`src/rtl/ddr2_arbiter.sv`:
```
//==============================================================================
// Module  : ddr2_arbiter
// Brief   : Write/read requester arbiter for a single DRAM command port with
//           burst-limited fairness. Define DDR2_ARBITER_STATS_EN for stat_*.
// Revision: 1.0 - initial release
//==============================================================================
`default_nettype none

module ddr2_arbiter #(
  parameter int MAX_BURST = 8
) (
  input  logic        ctrl_clk,
  input  logic        reset_n,
  input  logic        wr_req,
  input  logic [31:0] wr_addr,
  input  logic [31:0] wr_data,
  output logic        wr_ack,
  input  logic        rd_req,
  input  logic [31:0] rd_addr,
  output logic        rd_ack,
  output logic [31:0] rd_data,
  output logic [31:0] mem_addr,
  output logic [31:0] mem_wdata,
  output logic        mem_write,
  output logic        mem_read,
  input  logic        mem_waitrequest,
  input  logic [31:0] mem_rdata,
  output logic [31:0] stat_wr_cnt,
  output logic [31:0] stat_rd_cnt,
  output logic [31:0] stat_stall_cnt
);

  typedef enum logic [1:0] {
    IDLE   = 2'd0,
    WR_CMD = 2'd1,
    RD_CMD = 2'd2,
    DONE   = 2'd3
  } state_t;

  localparam logic [7:0] c_max_burst = 8'(MAX_BURST);

  state_t      r_state, w_state_nxt;
  logic        r_last_rd, w_last_rd_nxt;
  logic [7:0]  r_burst_cnt, w_burst_cnt_nxt;
  logic        w_own_req, w_other_req, w_keep, w_grant, w_grant_rd;
  logic        w_mem_write_nxt, w_mem_read_nxt, w_wr_ack_nxt, w_rd_ack_nxt;
  logic [31:0] w_mem_addr_nxt, w_mem_wdata_nxt, w_rd_data_nxt;

  // Last owner keeps the port until its burst allowance runs out while the other side waits.
  assign w_own_req   = r_last_rd ? rd_req : wr_req;
  assign w_other_req = r_last_rd ? wr_req : rd_req;
  assign w_keep      = w_own_req && (!w_other_req || (r_burst_cnt < c_max_burst));
  assign w_grant     = w_keep || w_other_req;
  assign w_grant_rd  = w_keep ? r_last_rd : ~r_last_rd;

  always_comb begin
    w_state_nxt     = r_state;
    w_last_rd_nxt   = r_last_rd;
    w_burst_cnt_nxt = r_burst_cnt;
    w_mem_write_nxt = mem_write;
    w_mem_read_nxt  = mem_read;
    w_mem_addr_nxt  = mem_addr;
    w_mem_wdata_nxt = mem_wdata;
    w_wr_ack_nxt    = 1'b0;
    w_rd_ack_nxt    = 1'b0;
    w_rd_data_nxt   = rd_data;
    case (r_state)
      IDLE: begin
        if (w_grant) begin
          w_state_nxt     = w_grant_rd ? RD_CMD : WR_CMD;
          w_mem_write_nxt = ~w_grant_rd;
          w_mem_read_nxt  = w_grant_rd;
          w_mem_addr_nxt  = w_grant_rd ? rd_addr : wr_addr;
          if (!w_grant_rd)
            w_mem_wdata_nxt = wr_data;
          w_last_rd_nxt = w_grant_rd;
          if (w_grant_rd != r_last_rd)
            w_burst_cnt_nxt = 8'd1;
          else if (r_burst_cnt != 8'hFF)
            w_burst_cnt_nxt = r_burst_cnt + 8'd1;
        end
      end
      WR_CMD: begin
        if (!mem_waitrequest) begin
          w_state_nxt     = DONE;
          w_mem_write_nxt = 1'b0;
          w_wr_ack_nxt    = 1'b1;
        end
      end
      RD_CMD: begin
        if (!mem_waitrequest) begin
          w_state_nxt    = DONE;
          w_mem_read_nxt = 1'b0;
          w_rd_ack_nxt   = 1'b1;
          w_rd_data_nxt  = mem_rdata;
        end
      end
      default: w_state_nxt = IDLE;  // DONE: requests are deliberately not sampled here
    endcase
  end

  always_ff @(posedge ctrl_clk or negedge reset_n) begin
    if (!reset_n) begin
      r_state     <= IDLE;
      r_last_rd   <= 1'b0;
      r_burst_cnt <= 8'd0;
      mem_write   <= 1'b0;
      mem_read    <= 1'b0;
      mem_addr    <= 32'd0;
      mem_wdata   <= 32'd0;
      wr_ack      <= 1'b0;
      rd_ack      <= 1'b0;
      rd_data     <= 32'd0;
    end else begin
      r_state     <= w_state_nxt;
      r_last_rd   <= w_last_rd_nxt;
      r_burst_cnt <= w_burst_cnt_nxt;
      mem_write   <= w_mem_write_nxt;
      mem_read    <= w_mem_read_nxt;
      mem_addr    <= w_mem_addr_nxt;
      mem_wdata   <= w_mem_wdata_nxt;
      wr_ack      <= w_wr_ack_nxt;
      rd_ack      <= w_rd_ack_nxt;
      rd_data     <= w_rd_data_nxt;
    end
  end

`ifdef DDR2_ARBITER_STATS_EN
  logic [31:0] r_stat_wr, r_stat_rd, r_stat_stall;

  // Completion counts advance on the same edge that raises the ack.
  always_ff @(posedge ctrl_clk or negedge reset_n) begin
    if (!reset_n) begin
      r_stat_wr    <= 32'd0;
      r_stat_rd    <= 32'd0;
      r_stat_stall <= 32'd0;
    end else begin
      if (w_wr_ack_nxt)
        r_stat_wr <= r_stat_wr + 32'd1;
      if (w_rd_ack_nxt)
        r_stat_rd <= r_stat_rd + 32'd1;
      if ((mem_write || mem_read) && mem_waitrequest)
        r_stat_stall <= r_stat_stall + 32'd1;
    end
  end

  assign stat_wr_cnt    = r_stat_wr;
  assign stat_rd_cnt    = r_stat_rd;
  assign stat_stall_cnt = r_stat_stall;
`else
  assign stat_wr_cnt    = 32'd0;
  assign stat_rd_cnt    = 32'd0;
  assign stat_stall_cnt = 32'd0;
`endif

endmodule

`default_nettype wire

```
`config.mk`:
```
export PLATFORM = sky130hd
export DESIGN_NAME = ddr2_arbiter
export DESIGN_NICKNAME = d
export VERILOG_FILES = /design/src/rtl/ddr2_arbiter.sv
export SDC_FILE = /design/constraint.sdc
export NUM_CORES = 1
export LEC_CHECK = 0
export CORE_AREA = 5 5 143 118
export CTS_CLUSTER_SIZE = 14
export DETAILED_ROUTE_END_ITERATION = 10
export DIE_AREA = 0 0 148 123
export GPL_TIMING_DRIVEN = 0
export PLACE_DENSITY_LB_ADDON = 0.25
export SYNTH_ARGS = -nofsm -noshare
export SYNTH_HDL_FRONTEND = slang
export SYNTH_SLANG_ARGS = --single-unit
```
`constraint.sdc`:
```
create_clock -name ctrl_clk -period 2.2 [get_ports ctrl_clk]
set_clock_uncertainty 0.2 [all_clocks]
set_input_delay 0.22 -clock ctrl_clk [delete_from_list [all_inputs] [get_ports ctrl_clk]]
set_output_delay 0.22 -clock ctrl_clk [all_outputs]
set_load 0.01 [all_outputs]
```
==> reports/qor.yml, run 1 <==
floorplan:
  die_y_um: 123
  die_w_um: 148
  dieArea_um2: 18200
  io_pins: 329
  rows: 41
  initial_core_util_pct: 37.91
  design.core.area_um2: 15340
cts:
  cts_tree: "yes"
  cts_buffer_depth: 2
  htreeDepth: 3
  clkLatencyLatePin_ps: 350
  cts_buffers: 9
  root_buffer: "clkbuf_16"
  cts.sinks: 111
  path_clk_slew_ps: 80
detailed_routing:
  drc: 0
  finalWirelength_um: 16820
  ant_nets: 0
  vias_per_cell: 4.533
  firstDrtPassIters: 4
  vias: 4810
  drt_first_iter_violations: 145
  wire_per_inst_um: 15.85
worst_setup_path:
  worstPathArrival_ps: 2130
  critical_path_buf_inv_count: 1
  path_class: "register to register"
  cp-start-kind: "register"
  cp_cell_sequence: "nor3_4, mux2i_1, nand2_2, buf_6, mux2_1"
  critPathTopFamily: "multiplexers"
  slowest_delay_ps: 500
  crit_required_ps: 2230
  rrSetupSlack_ps: 100
  worst_setup_path_end_kind: "register"
  crit_fanout: 10
  cp_slowest_cell: "dfrtp_1"
cells_and_area:
  layout_common_cells: "229 x clkdlybuf4s50_1, 111 x dfrtp_1, 101 x buf_4"
  post-route-util_pct: 59.68
  nets: 1001
  syn_to_final_growth_pct: 57.43
  diodes: 0
  drive_above_1_share_pct: 25.69
  stdcell_count: 1061
  layout_commonest_cell: "clkdlybuf4s50_1"
synth:
  synth_xor_area_share_pct: 0.3013
  synth_fa_ha_area_share_pct: 1.076
  ys_ff_latch: 111
  synthesis.area_um2: 5814
  synth_area_leaders: "dfrtp_1 48%, buf_4 13%, mux2_2 6.8%"
  ys_warn_count: 0
  synth-edff-count: 0
  synthSimpleGateAreaFrac_pct: 11.17
  synth_top_family_by_area: "buffers and inverters"
  synth_top_cell_by_area: "dfrtp_1"
  syn-instance-count: 519
  netlist.area_leader.share_pct: 47.77
  synth-compound-area-share_pct: 9.877
  async_reset_ff_share_pct: 100.0
  ys_types: 47
  ys.flop_type: "dfrtp_1"
  ys_seq_area_share_pct: 47.77
  syn_avg_cell_area_um2: 11.20
  synthMuxAreaShare_pct: 13.75
placed_design:
  numPlacedInstances: 1038
  dp_slack_ps: -262.9
  dp_hpwl_um: 13170
  numPortBuffers: 230
  gp_congestion: 0.8736
grt:
  first_global_vias: 4914
  grt_max_degree: 67
  grt_use_total_pct: 17.92
  antenna_found_initial: 0
  overflow: 0
  grt_pass1_wl_um: 25850
timing:
  relSlewSlack_pct: 57.04
  worst_slew_pin_slew_ps: 644.4
  fin_ws_ps: 101.6
  finalCriticalPeriod_ps: 2098
  hold_viol: 0
  slew_violations: 0
  timing.final.crit_share_pct: 95.38
  setup_viol: 0
  fmax_mhz: 476.6
power_and_ir_drop:
  leakage_nw: 4.136
  ir_drop_v: 0.0004829
  cellPowerDensity_nw_per_um2: 1180
status:
  outcome: "finished clean"
run:
  maxCapViolations: 0
min_path:
  hold_class: "input port to register"
-- registers in the layout, summed over array words and instances, names as in the netlist, 2 cells and up --
register	cells
r_state	2
rd_data	32
mem_addr	32
mem_wdata	32
r_burst_cnt	8
-- worst paths after layout --
check                                      startpoint                        end  depth (start not counted)
hold reg to reg              mem_wdata[5]$_DFFE_PN0P_   mem_wdata[5]$_DFFE_PN0P_                          1
setup / recovery           r_burst_cnt[7]$_DFFE_PN0P_  mem_wdata[24]$_DFFE_PN0P_                          5
hold / removal                                 wr_req     r_state[0]$_DFFE_PN0P_                          4
min in group asynchronous                     reset_n   mem_wdata[8]$_DFFE_PN0P_                          2
max in group asynchronous                     reset_n   mem_addr[27]$_DFFE_PN0P_                          3
setup reg to reg           r_burst_cnt[7]$_DFFE_PN0P_  mem_wdata[24]$_DFFE_PN0P_                          5
-- final cells by class --
type | instances | area [um2]
fillers | 1258 | 6185
flip-flops and latches | 111 | 2778
multi-input cells | 371 | 2496
repair buffers | 238 | 2382
plain buffers | 127 | 945.9
well taps | 193 | 241.5
clock buffers | 10 | 229.0
clock inverters | 6 | 62.56
inverters | 5 | 18.77
-- layer usage --
metal | wire [um] | global-route usage [%] | vias to the layer above
met2 | 8301 | 30.37 | 214
met1 | 6641 | 21.13 | 2272
met3 | 1623 | 7.072 | 15
met5 | 0 | 0 | -
met4 | 251 | 5.597 | 0
li1 | - | - | 2309
-- metrics by stage --
step / hold WS [ps] / setup TNS [ps] / total power, mW / cell area, um2
6_report: 124.6 / 0 / 10.80 / 9154
5_1_grt: 152.1 / -127.9 / 11.55 / 9154
4_1_cts: 116.7 / 0 / 10.84 / 9067
3_5_place_dp: 87.56 / -11010 / 9.181 / 8740
3_3_place_gp: 273.5 / -400110 / 9.018 / 8715
2_1_floorplan: -275.6 / 0 / 6.334 / 6171
-- power breakdown --
group,leakage (nW),switching (mW),internal (mW)
clock,0.142,0.805,0.800
sequential,1.31,0.544,3.03
combinational,2.68,2.46,3.16
total,4.14,3.81,6.99
-- synth_stat cells, types with 3 or more instances --
master and instances:
mux2_2 35, buf_6 7, a21oi_1 7, nor2b_1 3
clkbuf_1 11, buf_2 8, nand2_1 10, buf_4 99
inv_1 5, mux2_1 30, o21ai_1 32, o31ai_1 3
mux2i_1 3, nand3_2 30, or3_1 3, dfrtp_1 111
o21ai_0 6, ha_1 5, a31oi_1 33, nor2_1 39
nand3_1 4
-- cells by family (layout without fill, tap and decap cells) --
kind of cell,after synthesis,in the layout
other,1,96
multiplexers,70,70
flip-flops,111,111
AND/OR/NAND/NOR,102,102
buffers and inverters,132,386
XOR/XNOR,2,2
adder cells (fa/ha/maj),5,5
AO/OA/AOI/OAI,96,96
-- worst min-delay path: stages --
cell     delay [ps]
buf_2           180
nor3b_2          90
nor2_1           90
a21oi_1          70
-- repair_timing --
action,4_1_cts,5_1_grt
pin swaps,1,1
hold buffers,2,0
setup buffers,0,4
resized for setup,11,18
hold endpoints to repair,47,0
gates cloned,0,1
endpoints found under the setup margin,92,90
No activity file was read; power rests on OpenSTA's default activity.
==> run 2: changes to the inputs <==
--- a/config.mk
+++ b/config.mk
@@ -5,10 +5,10 @@
 export SDC_FILE = /design/constraint.sdc
 export NUM_CORES = 1
 export LEC_CHECK = 0
-export CORE_AREA = 5 5 143 118
+export CORE_AREA = 5 5 162 133
 export CTS_CLUSTER_SIZE = 14
 export DETAILED_ROUTE_END_ITERATION = 10
-export DIE_AREA = 0 0 148 123
+export DIE_AREA = 0 0 167 138
 export GPL_TIMING_DRIVEN = 0
 export PLACE_DENSITY_LB_ADDON = 0.25
 export SYNTH_ARGS = -nofsm -noshare
==> constraint.sdc (replaced) <==
create_clock -name ctrl_clk -period 2.2 [get_ports ctrl_clk]
set_clock_uncertainty 0.2 [all_clocks]
set_input_delay 0.22 -clock ctrl_clk [delete_from_list [all_inputs] [get_ports ctrl_clk]]
set_output_delay 0.22 -clock ctrl_clk [all_outputs]
set_load 0.1 [all_outputs]
==> run 2 against run 1 <==
  * Global-route usage is 3.4 points lower
  * Cell count is 6.9% higher
  * Critical path depth is 2 higher
  * Sequential share of layout area hardly changed
  * Register-to-register slack hardly changed
  * Worst hold slack worse by 100 ps
  * Die area is 27% higher
  * Non-clock buffer count is 2 higher
  * Wire length is 2.6% higher
  * Setup slack worse by 4.8 ps
  * Maximum frequency is 0.23% lower
  * First-iteration DRC count is 2.8% higher
  * Highest routed layer unchanged
==> reports/qor.yml, run 2 (synthesis gave the netlist of run 1 again) <==
timing:
  finalCriticalPeriod_ps: 2103  # +4.782 ps
  fmax_mhz: 475.5  # -0.23%
  hold_viol: 0  # unchanged
  slew_violations: 0  # unchanged
  setup_viol: 0  # unchanged
  timing.final.crit_share_pct: 95.60  # +0.22 points
  setup_tns_ps: 0  # unchanged
  worst_slew_pin_slew_ps: 1029  # +385.0 ps
  fin_hold_ws_ps: 24.94  # -99.63 ps
  relSlewSlack_pct: 31.65  # -25 points
grt:
  antenna_found_initial: 0  # unchanged
  grt_pass1_wl_um: 26950  # +4.3%
  grt_use_total_pct: 14.51  # -3.4 points
  overflow: 0  # unchanged
  first_global_vias: 4648  # -5.4%
  grt_max_degree: 69  # +3.0%
worst_setup_path:
  worstPathArrival_ps: 2180  # +50 ps
  cp-start-kind: "register"
  reg2reg_depth: 7  # +2
  worst_setup_path_end_kind: "register"
  rrSetupSlack_ps: 100  # about the same
  crit_fanout: 10  # unchanged
  cp_cell_sequence: "buf_2, or4b_4, mux2i_4, buf_4, buf_6, o21ai_1, a31oi_1"
  crit_required_ps: 2280  # +50 ps
  cp_slowest_cell: "or4b_4"
  crit-reg2reg-launch: "r_burst_cnt[4]$_DFFE_PN0P_"
  slowest_delay_ps: 550  # +50 ps
  path_class: "register to register"
  cp-startpoint: "r_burst_cnt[4]$_DFFE_PN0P_"
placed_design:
  numPortBuffers: 230  # unchanged
  numPlacedInstances: 1109  # +6.8%
  gp_congestion: 0.7961  # -8.9%
  dp_hpwl_um: 13250  # +0.59%
cts:
  cts_buffer_depth: 2  # unchanged
  cts.sinks: 111  # unchanged
  cts_tree: "yes"
  root_buffer: "clkbuf_16"
  path_clk_slew_ps: 80  # about the same
  clkLatencyLatePin_ps: 350  # about the same
  htreeDepth: 3  # unchanged
  cts_buffers: 9  # unchanged
floorplan:
  initial_core_util_pct: 29.63  # -8.3 points
  io_pins: 329  # unchanged
  die_y_um: 138  # +12%
  dieArea_um2: 23050  # +27%
  die_w_um: 167  # +13%
  design.core.area_um2: 19630  # +28%
  rows: 46  # +12%
status:
  outcome: "finished clean"
cells_and_area:
  layout_commonest_cell: "clkdlybuf4s50_1"
  stdcell_count: 1134  # +6.9%
  layout_common_cells: "129 x clkdlybuf4s50_1, 111 x dfrtp_1, 103 x buf_4"
  reg_top3: "mem_addr x32, mem_wdata x32, rd_data x32"
  drive_above_1_share_pct: 26.32  # +0.63 points
  diodes: 0  # unchanged
  post-route-util_pct: 46.58  # -13 points
  syn_to_final_growth_pct: 57.24
  nets: 1003  # +0.20%
detailed_routing:
  vias: 4705  # -2.2%
  drc: 0  # unchanged
  ant_nets: 0  # unchanged
  drt_first_iter_violations: 149  # +2.8%
  wire_per_inst_um: 15.21  # -4.0%
  vias_per_cell: 4.149  # -8.5%
  finalWirelength_um: 17250  # +2.6%
  firstDrtPassIters: 4  # unchanged
min_path:
  hold_class: "input port to register"
  min-delay-start: "rd_req"
  holdPathStages: 3  # -1
run:
  maxCapViolations: 0  # unchanged
[run 2: path summary, 6_finish.rpt]
kind	end
worst max-delay path	mem_addr[3]$_DFFE_PN0P_
worst min-delay path	r_last_rd$_DFFE_PN0P_
worst max register to register	mem_addr[3]$_DFFE_PN0P_
worst min register to register	mem_wdata[9]$_DFFE_PN0P_
max in group asynchronous	r_burst_cnt[3]$_DFFE_PN0P_
min in group asynchronous	mem_wdata[28]$_DFFE_PN0P_
[run 2: layout make-up]
| type | count | area [um2] |
|---|---|---|
| timing repair buffer | 240 | 2273 |
| sequential | 111 | 2778 |
| clock inverter | 7 | 70.07 |
| fill | 1890 | 10480 |
| clock buffer | 9 | 225.2 |
| tap | 264 | 330.3 |
| buffer | 127 | 945.9 |
| multi-input combinational | 371 | 2501 |
| inverter | 5 | 18.77 |
[run 2: critical path, delay by kind of cell (launching register included)]
| kind | cells | cell delay [ps] |
|---|---|---|
| AO/OA/AOI/OAI | 2 | 240 |
| buffers and inverters | 3 | 500 |
| AND/OR/NAND/NOR | 1 | 550 |
| flip-flops | 1 | 360 |
| multiplexers | 1 | 170 |
[run 2: stage by stage]
stage	area [um2]	worst slack (ps)
6_report	9143	96.85
5_1_grt	9143	-13.74
4_1_cts	9065	8.999
3_5_place_dp	8832	-318.4
3_3_place_gp	8803	-4019
2_1_floorplan	6171	174.5
[run 2: routing by layer]
layer  wire, um  vias to the layer above  GRT usage, %
met2       7676                      219         21.88
met3       1725                       11         5.871
met5          0                        -             0
met1       7684                     2155         19.69
li1           -                     2320             -
met4        162                        0         3.229
[run 2: repair_timing]
item | in CTS | in global routing
gates resized for setup | 117 | 18
endpoints found under the hold margin | 43 | 0
endpoints found under the setup margin | 193 | 83
pin swaps | 1 | 0
hold buffers | 1 | 0
gates cloned | 0 | 1
setup buffers | 2 | 5
Power of run 2 is left out: the tool's default activity adds up to more than one toggle a clock period on the data nets, which glitch-free logic cannot reach.
